===== src/rtl/pipe_stage1_if.sv =====
// Byte-stream and issue bundle between fetch, stage 1 and stage 2.
// The slave side is the decode stage; the master side drives fetch and control.
interface pipe_stage1_if;
    logic [7:0] FetchData;
    logic       FetchValid;
    logic       FetchReady;
    logic       Stall;
    logic       Flush;
    logic [7:0] Pipe1Out;
    logic       Pipe1Valid;
    logic [7:0] OperandLo;
    logic [7:0] OperandHi;
    logic       Busy;

    modport master (
        output FetchData, FetchValid, Stall, Flush,
        input  FetchReady, Pipe1Out, Pipe1Valid,
        input  OperandLo, OperandHi, Busy
    );

    modport slave (
        input  FetchData, FetchValid, Stall, Flush,
        output FetchReady, Pipe1Out, Pipe1Valid,
        output OperandLo, OperandHi, Busy
    );
endinterface


===== src/rtl/pipe_stage1.sv =====
// JAM-1 stage 1: assembles opcode plus 0-2 operand bytes and issues to stage 2.
// Optional PIPE1_PERF_COUNT_EN adds IssueCount/BubbleCount performance counters.
module pipe_stage1 #(
    parameter logic [7:0] NOP_OPCODE  = 8'h00,
    parameter logic [1:0] LEN2_PREFIX = 2'b11,
    parameter logic [1:0] LEN1_PREFIX = 2'b10
) (
    input  logic              clk,
    input  logic              rst_n,
`ifdef PIPE1_PERF_COUNT_EN
    output logic [15:0]       IssueCount,
    output logic [15:0]       BubbleCount,
`endif
    pipe_stage1_if.slave      bus
);

    typedef enum logic [1:0] {
        S_OP = 2'd0,
        S_B1 = 2'd1,
        S_B2 = 2'd2
    } state_t;

    state_t     state, state_n;
    logic [7:0] op_q, op_n;
    logic [7:0] lo_q, lo_n;
    logic       len2_q, len2_n;
    logic [7:0] out_q, out_n;
    logic       valid_q, valid_n;
    logic [7:0] olo_q, olo_n;
    logic [7:0] ohi_q, ohi_n;
    logic       issue;
    logic       accept;

    assign accept         = bus.FetchValid & ~bus.Stall & ~bus.Flush;
    assign bus.FetchReady = ~bus.Stall;
    assign bus.Pipe1Out   = out_q;
    assign bus.Pipe1Valid = valid_q;
    assign bus.OperandLo  = olo_q;
    assign bus.OperandHi  = ohi_q;
    assign bus.Busy       = (state != S_OP);

    // Next-state, byte latching and issue decode; flush beats stall beats fetch.
    always_comb begin
        state_n = state;
        op_n    = op_q;
        lo_n    = lo_q;
        len2_n  = len2_q;
        out_n   = out_q;
        valid_n = valid_q;
        olo_n   = olo_q;
        ohi_n   = ohi_q;
        issue   = 1'b0;
        if (bus.Flush) begin
            state_n = S_OP;
            out_n   = NOP_OPCODE;
            valid_n = 1'b0;
            olo_n   = 8'h00;
            ohi_n   = 8'h00;
        end else if (!bus.Stall) begin
            out_n   = NOP_OPCODE;
            valid_n = 1'b0;
            if (accept) begin
                unique case (state)
                    S_OP: begin
                        if (bus.FetchData[7:6] == LEN2_PREFIX ||
                            bus.FetchData[7:6] == LEN1_PREFIX) begin
                            op_n    = bus.FetchData;
                            len2_n  = (bus.FetchData[7:6] == LEN2_PREFIX);
                            state_n = S_B1;
                        end else begin
                            issue = 1'b1;
                            out_n = bus.FetchData;
                            olo_n = 8'h00;
                            ohi_n = 8'h00;
                        end
                    end
                    S_B1: begin
                        lo_n = bus.FetchData;
                        if (len2_q) begin
                            state_n = S_B2;
                        end else begin
                            issue   = 1'b1;
                            out_n   = op_q;
                            olo_n   = bus.FetchData;
                            ohi_n   = 8'h00;
                            state_n = S_OP;
                        end
                    end
                    S_B2: begin
                        issue   = 1'b1;
                        out_n   = op_q;
                        olo_n   = lo_q;
                        ohi_n   = bus.FetchData;
                        state_n = S_OP;
                    end
                    default: state_n = S_OP;
                endcase
                valid_n = issue;
            end
        end
    end

    // State, latches and issue registers; everything holds under stall.
    always_ff @(posedge clk or negedge rst_n) begin
        if (!rst_n) begin
            state   <= S_OP;
            op_q    <= 8'h00;
            lo_q    <= 8'h00;
            len2_q  <= 1'b0;
            out_q   <= NOP_OPCODE;
            valid_q <= 1'b0;
            olo_q   <= 8'h00;
            ohi_q   <= 8'h00;
        end else begin
            state   <= state_n;
            op_q    <= op_n;
            lo_q    <= lo_n;
            len2_q  <= len2_n;
            out_q   <= out_n;
            valid_q <= valid_n;
            olo_q   <= olo_n;
            ohi_q   <= ohi_n;
        end
    end

`ifdef PIPE1_PERF_COUNT_EN
    logic bubble;
    assign bubble = bus.Flush | (~bus.Stall & ~issue);

    // Wrapping issue/bubble counters; a flush edge counts as a bubble.
    always_ff @(posedge clk or negedge rst_n) begin
        if (!rst_n) begin
            IssueCount  <= 16'h0000;
            BubbleCount <= 16'h0000;
        end else begin
            if (issue)  IssueCount  <= IssueCount + 16'h0001;
            if (bubble) BubbleCount <= BubbleCount + 16'h0001;
        end
    end
`endif

endmodule

===== src/flat_wrapper.sv =====
// flat-port wrapper written by rule: the top's interface ports become plain ports
module pipe_stage1_flat 
#(
    parameter logic [7:0] NOP_OPCODE  = 8'h00,
    parameter logic [1:0] LEN2_PREFIX = 2'b11,
    parameter logic [1:0] LEN1_PREFIX = 2'b10
)
  (clk, rst_n, bus_FetchData, bus_FetchValid, bus_Stall, bus_Flush, bus_FetchReady, bus_Pipe1Out, bus_Pipe1Valid, bus_OperandLo, bus_OperandHi, bus_Busy);
  pipe_stage1_if bus_i ();
  input  logic clk;
  input  logic rst_n;
  input wire logic [$bits(bus_i.FetchData)-1:0] bus_FetchData;
  input wire logic [$bits(bus_i.FetchValid)-1:0] bus_FetchValid;
  input wire logic [$bits(bus_i.Stall)-1:0] bus_Stall;
  input wire logic [$bits(bus_i.Flush)-1:0] bus_Flush;
  output wire logic [$bits(bus_i.FetchReady)-1:0] bus_FetchReady;
  output wire logic [$bits(bus_i.Pipe1Out)-1:0] bus_Pipe1Out;
  output wire logic [$bits(bus_i.Pipe1Valid)-1:0] bus_Pipe1Valid;
  output wire logic [$bits(bus_i.OperandLo)-1:0] bus_OperandLo;
  output wire logic [$bits(bus_i.OperandHi)-1:0] bus_OperandHi;
  output wire logic [$bits(bus_i.Busy)-1:0] bus_Busy;
  assign bus_i.FetchData = bus_FetchData;
  assign bus_i.FetchValid = bus_FetchValid;
  assign bus_i.Stall = bus_Stall;
  assign bus_i.Flush = bus_Flush;
  assign bus_FetchReady = bus_i.FetchReady;
  assign bus_Pipe1Out = bus_i.Pipe1Out;
  assign bus_Pipe1Valid = bus_i.Pipe1Valid;
  assign bus_OperandLo = bus_i.OperandLo;
  assign bus_OperandHi = bus_i.OperandHi;
  assign bus_Busy = bus_i.Busy;
  pipe_stage1 #(.NOP_OPCODE(NOP_OPCODE), .LEN2_PREFIX(LEN2_PREFIX), .LEN1_PREFIX(LEN1_PREFIX)) u_core (.clk(clk), .rst_n(rst_n), .bus(bus_i));
endmodule

===== config.mk =====
export PLATFORM = sky130hd
export DESIGN_NAME = pipe_stage1_flat
export DESIGN_NICKNAME = d
export VERILOG_FILES = /design/src/rtl/pipe_stage1_if.sv /design/src/rtl/pipe_stage1.sv /design/src/flat_wrapper.sv
export SDC_FILE = /design/constraint.sdc
export NUM_CORES = 1
export LEC_CHECK = 0
export CAP_MARGIN = 30
export CELL_PAD_IN_SITES_DETAIL_PLACEMENT = 1
export CELL_PAD_IN_SITES_GLOBAL_PLACEMENT = 1
export CORE_MARGIN = 5
export CORE_UTILIZATION = 41
export DETAILED_ROUTE_END_ITERATION = 12
export GPL_TIMING_DRIVEN = 0
export PLACE_DENSITY = 0.84
export SLEW_MARGIN = 20
export SYNTH_ARGS = -nofsm -noshare
export SYNTH_HDL_FRONTEND = slang
export SYNTH_SLANG_ARGS = --single-unit

===== constraint.sdc =====
create_clock -name clk -period 3.4 [get_ports clk]
set_input_delay 0.85 -clock clk [delete_from_list [all_inputs] [get_ports clk]]
set_output_delay 0.85 -clock clk [all_outputs]
set_load 0.01 [all_outputs]

After elaboration in Yosys (flattened, before gate mapping)
Index checks and enable logic that the tools add are counted.
{"block": "word_totals", "regBits": 44, "wordCells": 58, "output_inout_bits": 27}
{"block": "op_classes", "mux": 29, "eq_ne": 8, "reduce_logical": 9, "n_bitwise": 4}
{"op": "two-way mux 8 bit", "n": 14}
{"op": "one-hot mux 8 bit (3 select lines)", "n": 3}
{"op": "two-way mux 2 bit", "n": 5}
{"op": "AND reduction 5 bit", "n": 2}
{"op": "equality test 2 bit (second input constant)", "n": 3}
{"op": "inequality test 3 bit (second input constant)", "n": 2}
{"op": "two-way mux 1 bit", "n": 5}
{"op": "one-hot mux 2 bit (2 select lines)", "n": 1}
{"op": "AND reduction 4 bit", "n": 1}
{"op": "nonzero test 2 bit", "n": 2}
{"op": "nonzero test 4 bit", "n": 1}
{"op": "inequality test 3 x 2 -> 1 bit (second input constant)", "n": 1}
{"op": "one-hot mux 1 bit (3 select lines)", "n": 1}
{"op": "AND reduction 3 bit", "n": 1}
{"op": "AND 1 bit", "n": 2}
{"op": "equality test 2 x 1 -> 1 bit (second input constant)", "n": 1}
{"op": "zero test 2 bit", "n": 1}
{"op": "inequality test 2 x 1 -> 1 bit (second input constant)", "n": 1}
{"op": "inverter 1 bit", "n": 2}
{"op": "logical OR 1 bit", "n": 1}

Depth between registers and ports, before layout
Gate-level depths: netlist (run 1).
{"block": "logic_depth", "word_depth": 7, "ltp_mapped": 8, "mapped_depth_nobuf": 6}

Worst setup path after synthesis (run 1)
OpenSTA, ideal clock, no wires.
{"block": "synth_path", "path_kind": "in2reg", "startpoint": "in bus_Flush", "endpoint": "reg u_core.out_q[0] (netlist: u_core.bus.Pipe1Out[0])", "required_time_ns": 3.336, "arrival_ns": 1.738, "path_slack_ns": 1.598, "setup_time_ns": 0.064, "path_buffers": 1, "cell_stages": 5, "cell_sequence": "buf_6 nand2b_1 nor4_2 a22o_1 a21o_1"}
{"block": "synth_between", "elab_chain_len": 5, "elab_cells_between_ends": 6, "cone_classes": "1 x eq/ne; 3 x mux; 2 x bitwise"}
{"item": "start, declared", "line_no": "flat_wrapper.sv:15", "rtl": "input wire logic [$bits(bus_i.Flush)-1:0] bus_Flush;"}
{"item": "inverter 1 bit (no source line)"}
{"item": "AND 1 bit", "line_no": "pipe_stage1.sv:34", "rtl": "assign accept = bus.FetchValid & ~bus.Stall & ~bus.Flush;"}
{"item": "two-way mux 8 bit", "line_no": "pipe_stage1.sv:62", "rtl": "if (accept) begin"}
{"item": "two-way mux 8 bit", "line_no": "pipe_stage1.sv:59", "rtl": "end else if (!bus.Stall) begin"}
{"item": "two-way mux 8 bit", "line_no": "pipe_stage1.sv:53", "rtl": "if (bus.Flush) begin"}
{"item": "end signal, assigned", "line_no": "pipe_stage1.sv:119", "rtl": "out_q <= out_n;"}
{"item": "end, declared", "line_no": "pipe_stage1.sv:27", "rtl": "logic [7:0] out_q, out_n;"}
Parallel ways exist; a longest one is shown, timed or not. The select of a mux whose other input is x is not followed.
A chain may end at the register's enable or synchronous reset.

Worst setup path in the final report (run 1)
{"block": "layout_path", "startpoint": "in bus_Stall", "endpoint": "out bus_FetchReady"}
{"block": "layout_between", "elab_chain_len": 1}
{"item": "start, declared", "line_no": "flat_wrapper.sv:14", "rtl": "input wire logic [$bits(bus_i.Stall)-1:0] bus_Stall;"}
{"item": "inverter 1 bit", "line_no": "pipe_stage1.sv:35", "rtl": "assign bus.FetchReady = ~bus.Stall;"}
{"item": "end, declared", "line_no": "flat_wrapper.sv:16", "rtl": "output wire logic [$bits(bus_i.FetchReady)-1:0] bus_FetchReady;"}
Every way passes these cells.

==> results of run 1 <==
[worst reg2reg max path: cells and delay by family (launching register included)]
kind / cells / cell delay [ns]
fa+ha+maj: 1 / 0.29
buf+inv: 1 / 0.12
flops: 1 / 0.44
mux: 1 / 0.40
simple gates: 2 / 0.61
[routing by layer]
layer	up-vias	GRT usage	part of all wire	routed length [um]
met2	31	0.296	0.49	2580
li1	763	-	-	-
met5	-	0	0	0
met1	822	0.242	0.45	2400
met3	7	0.0366	0.046	243
met4	0	0.0642	0.015	81
[report_power, final]
part | switching, W | internal [W] | leakage (nW)
clock | 0.000185 | 0.000166 | 0.0516
sequential | 0.0000312 | 0.000576 | 0.584
combinational | 0.0000933 | 0.0000829 | 0.527
total | 0.000310 | 0.000825 | 1.16
[flip-flops by register name, indices dropped and copies added (netlist names)]
signal / cells
u_core.lo_q: 8
u_core.op_q: 8
u_core.bus.OperandLo: 8
u_core.len2_q: 1
u_core.bus.OperandHi: 8
u_core.bus.Pipe1Valid: 1
u_core.bus.Pipe1Out: 8
u_core.state: 2
[cell usage in the layout (no fill, tap or decap), drive strengths merged, types with 2 or more instances in the layout]
cell	n
or2	2
nor3	10
nand2b	4
a22o	8
nand2	12
nor2	19
a21oi	19
nand3	8
inv	8
dfrtp	44
clkdlybuf4s50	37
a21o	8
ha	5
clkbuf	10
buf	7
mux2	14
o21ai	4
a22oi	8
[synthesized netlist by cell type (2+ instances only)]
master and instances:
a21oi_1 19, nand3_1 8, or2_2 2, a21o_1 8, buf_2 3, a22o_1 8
inv_1 7, mux2_2 14, a22oi_1 8, dfrtp_1 44, nand2b_1 3, ha_1 5
nand2_1 11, o21ai_0 4, nor3_1 8, clkbuf_1 3, nor3_4 2, nor2_1 18
[through the flow]
step	setup WS [ns]	hold WS, ns	utilization
floorplan	1.60	0.440	-
global placement	0.277	0.450	0.525
detailed placement	0.628	0.459	0.528
CTS	0.621	0.480	0.548
global route	0.578	0.486	0.548
finish	0.631	0.479	0.548
[worst paths after layout]
kind | from | end
max in group asynchronous | rst_n | u_core.op_q[7]$_DFFE_PN0P_
min in group asynchronous | rst_n | u_core.bus.OperandLo[5]$_DFFE_PN0P_
worst max register to register | u_core.state[1]$_DFFE_PN0P_ | u_core.op_q[2]$_DFFE_PN0P_
worst max-delay path | bus_Stall | bus_FetchReady
worst min register to register | u_core.op_q[7]$_DFFE_PN0P_ | u_core.op_q[7]$_DFFE_PN0P_
worst min-delay path | u_core.op_q[7]$_DFFE_PN0P_ | u_core.op_q[7]$_DFFE_PN0P_
[final cells by class]
cell class / instances / share of cell area
multi-input combinational: 130 / 0.336
sequential: 44 / 0.417
clock buffer: 6 / 0.0313
clock inverter: 2 / 0.00521
timing repair buffer: 39 / 0.150
buffer: 9 / 0.0189
inverter: 7 / 0.00995
tap: 67 / 0.0317
[logic make-up after synthesis]
logic type      synth area share
mux                       0.0763
buf+inv                   0.0369
compound gates             0.164
simple gates               0.160
fa+ha+maj                 0.0303
flops                      0.533
==> reports/results.ini, run 1 <==
[worst_setup_path]
worst-setup-path-type = in2out
cp_cell_sequence = clkdlybuf4s50_1 -> inv_1 -> clkdlybuf4s50_1
crit_arrival_ns = 1.92
crit_top_cell = clkdlybuf4s50_1
reg2reg_depth = 5
ff2ff_setup_slack_ns = 1.42
cp-start-kind = input pin
cpLargestDelayFamily = buffers and inverters
end_kind = output port
worstPathRequired_ns = 2.55
critPathSlowestCell = clkdlybuf4s50_1
path_buf_inv = 3
worst-path-stages = 3
crit_fanout = 3
max_stage_delay_ns = 0.53

[drt]
final_antenna_net_count = 0
vias_per_cell = 5.34
routed_wirelength_um = 5300
vias = 1623
drc = 0
drt-wirelength-per-cell_um = 17.4
dr.pass1.iters = 4
drt_iter0_drc = 45

[yosys]
synth_area_leaders = dfrtp_1 (53%), mux2_2 (7.6%), a21oi_1 (4.6%)
synth_seq_cells = 44
synth_edf_count = 0
avgSynthCellArea_sq_um = 10.9
yosysUniqueCellTypes = 33
synth_warnings = 0
syn_nets = 208
syn_inst = 190
ys_async_sr_fraction = 1.00
yosysTopAreaCell = dfrtp_1
synthesis.area_sq_um = 2070
ys_seq_area_frac = 0.533
ys.flop_type = dfrtp_1
yosysTopAreaCellShare = 0.533

[cts]
cts_setup_buffers = 0
clk_path_buf_depth = 2
clkTransAtPathRegs_ns = 0.08
ctsResizeCount = 0
cts_inserted_buffers = 5
h-tree-depth = 2
cts_tree = built
insertion_delay_ns = 0.30
postCtsHoldBufs = 0
ctsRootBufferMaster = clkbuf_8
cts.sinks = 44

[sta]
tightest_slew_ns = 0.816
finalCritPeriodShare = 0.814
fin_tns_setup_ns = 0
rsz0062_at_grt = false
slew_viol_final = 0
finalHoldViolations = 0
slew_headroom = 0.452
fmax_ghz = 0.361
setup_viol = 0
fin_skew_ns = 0.00721
period_needed_ns = 2.77

[placed_design]
dp_hpwl_um = 3850
portBuffers = 38
place_area_sq_um = 2540
routabilityCongestion = 0.794
dp_cells = 296

[cells_and_area]
antennaDiodeCount = 0
area_growth_pct = 27.9
fill_cells = 536
fin_nets = 254
drive_above_1_share = 0.165
fin_cells = 304
multi_input_area_sq_um = 888
regArea_sq_um = 1100
stdcell_area_sq_um = 2640

[global_route]
grt_max_degree = 27
grt_pass1_wl_um = 8980
grt_usage = 0.182
overflow = 0
antenna_found_initial = 0
grt_pass1_vias = 1763

[floorplan]
dieArea_sq_um = 6560
rows = 25
die_x_um = 81.0
fp.dieH_um = 81.0
ioPinCount = 40
start_util = 0.429
core_area_sq_um = 4820

[power_and_ir_drop]
peakVddDrop_mv = 0.236
power_density_nw_per_um2 = 430
p_total_w = 0.00113
p_leak_nw = 1.16

[min_path]
hold_class = reg2reg
worstHoldPathCells = 1

[status]
status = completed

[job]
maxCapViolCount = 0

(Power assumes the default switching activity.)
==> inputs of run 2 (changes only) <==
--- a/config.mk
+++ b/config.mk
@@ -9,10 +9,10 @@
 export CELL_PAD_IN_SITES_DETAIL_PLACEMENT = 1
 export CELL_PAD_IN_SITES_GLOBAL_PLACEMENT = 1
 export CORE_MARGIN = 5
-export CORE_UTILIZATION = 41
+export CORE_UTILIZATION = 36
 export DETAILED_ROUTE_END_ITERATION = 12
 export GPL_TIMING_DRIVEN = 0
-export PLACE_DENSITY = 0.84
+export PLACE_DENSITY = 0.78
 export SLEW_MARGIN = 20
 export SYNTH_ARGS = -nofsm -noshare
 export SYNTH_HDL_FRONTEND = slang
==> constraint.sdc (replaced) <==
create_clock -name clk -period 2.4 [get_ports clk]
set_input_delay 0.6 -clock clk [delete_from_list [all_inputs] [get_ports clk]]
set_output_delay 0.6 -clock clk [all_outputs]
set_load 0.01 [all_outputs]
==> run 2 against run 1 <==
Net effect: combinational power is 41% higher; via count down 0.25%; clock skew is 0.00080 ns lower; sequential share of layout area shrank 0.73 points; register-to-register slack got worse by 0.94 ns; design area grew 1.9%; first-iteration DRC count up 2.2%; power is 56% higher; routed wire length down 1.2%; largest power group unchanged; highest routed layer unchanged.
==> reports/results.ini, run 2 (synthesis results as in run 1) <==
[sta]
timing.hold.ws_ns = 0.319
period_needed_ns = 2.28
setup_viol = 0
fin_skew_ns = 0.00641
finalCritPeriodShare = 0.948
finalHoldViolations = 0
rsz0062_at_grt = false
fmax_ghz = 0.439
slew_viol_final = 0
tightest_slew_ns = 0.863
slew_headroom = 0.420
fin_tns_setup_ns = 0

[cts]
insertion_delay_ns = 0.30
postCtsHoldBufs = 0
cts_tree = built
cts.sinks = 44
cts_setup_buffers = 0
ctsRootBufferMaster = clkbuf_8
cts_inserted_buffers = 5
clkTransAtPathRegs_ns = 0.08
ctsResizeCount = 0
h-tree-depth = 2
clk_path_buf_depth = 2

[worst_setup_path]
rr_startpoint = u_core.state[0]$_DFFE_PN0P_
critPathSlowestCell = clkdlybuf4s50_1
worstPathRequired_ns = 1.80
ff2ff_setup_slack_ns = 0.48
r2r_end = u_core.bus.Pipe1Out[0]$_DFFE_PN0P_
end_kind = output port
cp-start-kind = input pin
reg2reg_depth = 6
path_buf_inv = 3
cp_cell_sequence = clkdlybuf4s50_1 -> inv_1 -> clkdlybuf4s50_1
cpLargestDelayFamily = buffers and inverters
max_stage_delay_ns = 0.53
crit_arrival_ns = 1.68
crit_top_cell = clkdlybuf4s50_1
worst-setup-path-type = in2out
crit_fanout = 3

[drt]
drt_iter0_drc = 46
routed_wirelength_um = 5240
final_antenna_net_count = 0
drc = 0
vias = 1619
drt-wirelength-per-cell_um = 17.0
vias_per_cell = 5.26
dr.pass1.iters = 4

[cells_and_area]
antennaDiodeCount = 0
mostFrequentLayoutCells = dfrtp_1 (43), clkdlybuf4s50_1 (37), a21oi_1 (19)
finalCoreUtilization = 0.486
drive_above_1_share = 0.169
regArea_sq_um = 1100
layout_commonest_cell = dfrtp_1
fill_cells = 635
stdcell_area_sq_um = 2690
fin_nets = 254
area_growth_pct = 30.3
multi_input_area_sq_um = 891

[floorplan]
ioPinCount = 40
start_util = 0.373
fp.dieH_um = 85.8
core_area_sq_um = 5540
rows = 27
die_x_um = 85.8
dieArea_sq_um = 7350

[power_and_ir_drop]
power_density_nw_per_um2 = 659
p_leak_nw = 1.18
p_total_w = 0.00177
peakVddDrop_mv = 0.408

[global_route]
grt_pass1_wl_um = 8940
overflow = 0
grt_max_degree = 28
grt_usage = 0.155
antenna_found_initial = 0
grt_pass1_vias = 1734

[status]
status = completed

[job]
maxCapViolCount = 0

[placed_design]
place_area_sq_um = 2560
portBuffers = 38
dp_hpwl_um = 3760
routabilityCongestion = 0.739

[min_path]
hold_class = in2async

==> run 2: cell types whose count changed in the layout (fill, tap and decap cells not counted), sizes merged <==
cell,previous run,this run
bufinv,0,2
inv,8,7
clkbuf,10,9
clkinv,1,0
==> run 2: metrics by stage <==
step | worst slack, ns | std cells
final | 0.124 | 308
after CTS | 0.0170 | 308
after detailed placement | -0.0456 | 301
after floorplan | 0.734 | 190
after global placement | -0.493 | 300
after global routing | 0.0549 | 308
==> run 2: worst max-delay path by stage <==
stage / startpoint / to / slack [ns] / depth (start not counted)
5_1_grt: u_core.state[0]$_DFFE_PN0P_ / bus_Busy / 0.05 / 4
4_1_cts: u_core.state[0]$_DFFE_PN0P_ / bus_Busy / 0.02 / 4
3_5_place_dp: bus_FetchData[7] / u_core.bus.Pipe1Out[0]$_DFFE_PN0P_ / -0.05 / 4
6_report: bus_Stall / bus_FetchReady / 0.12 / 3
2_1_floorplan: u_core.state[0]$_DFFE_PN0P_ / u_core.bus.OperandHi[0]$_DFFE_PN0P_ / 0.73 / 7
3_3_place_gp: rst_n / u_core.state[1]$_DFFE_PN0P_ / -0.49 / 1
==> run 2: per-layer routing <==
layer	wire, um	vias to the layer above	part of all wire	track usage
met5	0	-	0	0
met4	53	0	0.010	0.0388
met3	208	4	0.040	0.0365
met2	2610	30	0.50	0.261
met1	2370	819	0.45	0.200
li1	-	766	-	-
==> run 2: cell type report <==
class                           count  share of cell area
Clock inverter                      2              0.0223
Multi-Input combinational cell    130               0.331
Tap cell                           72              0.0335
Inverter                            7             0.00976
Timing Repair Buffer               39               0.150
Buffer                              9              0.0186
Sequential cell                    44               0.410
Clock buffer                        5              0.0256
==> run 2: where the power goes <==
part	switching (W)	leakage, nW	internal (W)	total (W)
clock network	0.000256	0.0642	0.000410	0.000665
logic	0.000130	0.529	0.000119	0.000249
registers	0.0000426	0.582	0.000816	0.000859
total	0.000428	1.18	0.00134	0.00177
==> inputs of run 3 (changes only) <==
--- a/config.mk
+++ b/config.mk
@@ -9,10 +9,10 @@
 export CELL_PAD_IN_SITES_DETAIL_PLACEMENT = 1
 export CELL_PAD_IN_SITES_GLOBAL_PLACEMENT = 1
 export CORE_MARGIN = 5
-export CORE_UTILIZATION = 36
+export CORE_UTILIZATION = 40
 export DETAILED_ROUTE_END_ITERATION = 12
 export GPL_TIMING_DRIVEN = 0
-export PLACE_DENSITY = 0.78
+export PLACE_DENSITY = 0.82
 export SLEW_MARGIN = 20
 export SYNTH_ARGS = -nofsm -noshare
 export SYNTH_HDL_FRONTEND = slang
==> constraint.sdc (replaced) <==
create_clock -name clk -period 2.51 [get_ports clk]
set_input_delay 0.6275 -clock clk [delete_from_list [all_inputs] [get_ports clk]]
set_output_delay 0.6275 -clock clk [all_outputs]
set_load 0.01 [all_outputs]
==> run 3 against run 2 <==
Net effect: core utilization is 3.2 points higher; final cell count is 0.65% lower; sequential cell count stayed put; largest power group unchanged; highest routed layer unchanged; worst hold slack worse by 0.057 ns.
==> reports/results.ini, run 3 (synthesis results as in run 1) <==
[global_route]
overflow = 0
antenna_found_initial = 0
grt_pass1_wl_um = 8850
grt_pass1_vias = 1747
grt_max_degree = 28
grt_usage = 0.175

[placed_design]
portBuffers = 38
dp_hpwl_um = 3930
pre_cts_ws_ns = 0.0589
routabilityCongestion = 0.769
dp_cells = 299

[sta]
slew_headroom = 0.443
period_needed_ns = 2.37
fmax_ghz = 0.422
finalHoldViolations = 0
finalCritPeriodShare = 0.945
fin_skew_ns = 0.00647
worst_slack_ns = 0.138
setup_viol = 0
rsz0062_at_grt = false
slew_viol_final = 0
tightest_slew_ns = 0.832

[cts]
postCtsHoldBufs = 0
clkTransAtPathRegs_ns = 0.08
clk_path_buf_depth = 2
ctsResizeCount = 0
insertion_delay_ns = 0.30
cts_setup_buffers = 0
cts_tree = built
h-tree-depth = 2
cts.sinks = 44
cts_inserted_buffers = 5
ctsRootBufferMaster = clkbuf_8

[power_and_ir_drop]
p_leak_nw = 1.15
power_density_nw_per_um2 = 565
peakVddDrop_mv = 0.344

[drt]
final_antenna_net_count = 0
drt_iter0_drc = 54
dr.pass1.iters = 4
vias = 1592
vias_per_cell = 5.20
routed_wirelength_um = 5200
drc = 0
drt-wirelength-per-cell_um = 17.0

[cells_and_area]
layout_commonest_cell = dfrtp_1
drive_above_1_share = 0.161
finalCoreUtilization = 0.518
fin_cells = 306
fin_nets = 254
mostFrequentLayoutCells = dfrtp_1 (44), clkdlybuf4s50_1 (37), a21oi_1 (19)
antennaDiodeCount = 0
area_growth_pct = 27.3

[floorplan]
start_util = 0.407
ioPinCount = 40
fp.dieH_um = 81.9
core_area_sq_um = 5070
dieArea_sq_um = 6700
die_x_um = 81.9
rows = 26

[worst_setup_path]
crit_top_cell = inv_1
critPathSlowestCell = clkdlybuf4s50_1
cp_cell_sequence = inv_1 -> ha_1 -> inv_1 -> clkdlybuf4s50_1
crit_arrival_ns = 1.74
cpLargestDelayFamily = buffers and inverters
end_kind = output port
crit_fanout = 6
cp-start-kind = flip-flop
worst-setup-path-type = reg2out
worstPathRequired_ns = 1.88
max_stage_delay_ns = 0.54
path_buf_inv = 3

[min_path]
hold_class = in2async

[job]
maxCapViolCount = 0

[status]
status = completed

-- run 3: layout make-up --
type / instances / area [sq um]
sequential: 44 / 1100
tap: 70 / 87.6
clock inverter: 2 / 12.5
multi-input combinational: 130 / 888
inverter: 7 / 26.3
fill: 584 / 2440
buffer: 9 / 50.0
timing repair buffer: 39 / 395
clock buffer: 5 / 68.8
-- run 3: path summary, 6_finish.rpt --
check | end | slack (ns) | cells after the start | startpoint
max in group asynchronous | u_core.op_q[3]$_DFFE_PN0P_ | 1.75 | 2 | rst_n
setup reg to reg | u_core.bus.Pipe1Out[5]$_DFFE_PN0P_ | 0.57 | 6 | u_core.state[1]$_DFFE_PN0P_
min in group clk | u_core.op_q[7]$_DFFE_PN0P_ | 0.48 | 1 | u_core.op_q[7]$_DFFE_PN0P_
setup / recovery | bus_Busy | 0.14 | 4 | u_core.state[0]$_DFFE_PN0P_
hold / removal | u_core.bus.OperandLo[7]$_DFFE_PN0P_ | 0.26 | 1 | rst_n
hold reg to reg | u_core.op_q[7]$_DFFE_PN0P_ | 0.48 | 1 | u_core.op_q[7]$_DFFE_PN0P_
-- run 3: power breakdown --
group / switching [W] / internal, W / leakage [nW]
sequential: 0.0000410 / 0.000780 / 0.584
combinational: 0.000123 / 0.000112 / 0.527
clock: 0.000241 / 0.000189 / 0.0400
total: 0.000405 / 0.00108 / 1.15
-- run 3: metal layers --
metal  track usage  vias up  part of all wire
met4        0.0449        0             0.013
met3        0.0351        6             0.032
met5             0        -                 0
li1              -      760                 -
met1         0.222      799              0.45
met2         0.303       27              0.51
-- run 3: worst reg2reg max path, stage by stage, from the launching register on --
cell and delay [ns]:
dfrtp_1 0.43, inv_1 0.12, ha_1 0.28, nand2b_1 0.11, nor4_2 0.60, a22o_1 0.25, a21o_1 0.10
-- run 3: per-stage QoR --
stage / instance area [sq um] / setup TNS [ns] / hold slack, ns / power (W)
floorplan: 2070 / 0 / 0.332 / 0.000966
global placement: 2530 / -17.40 / 0.454 / 0.00106
detailed placement: 2550 / 0 / 0.464 / 0.00107
CTS: 2630 / 0 / 0.271 / 0.00151
global route: 2630 / 0 / 0.283 / 0.00157
finish: 2630 / 0 / 0.262 / 0.00149
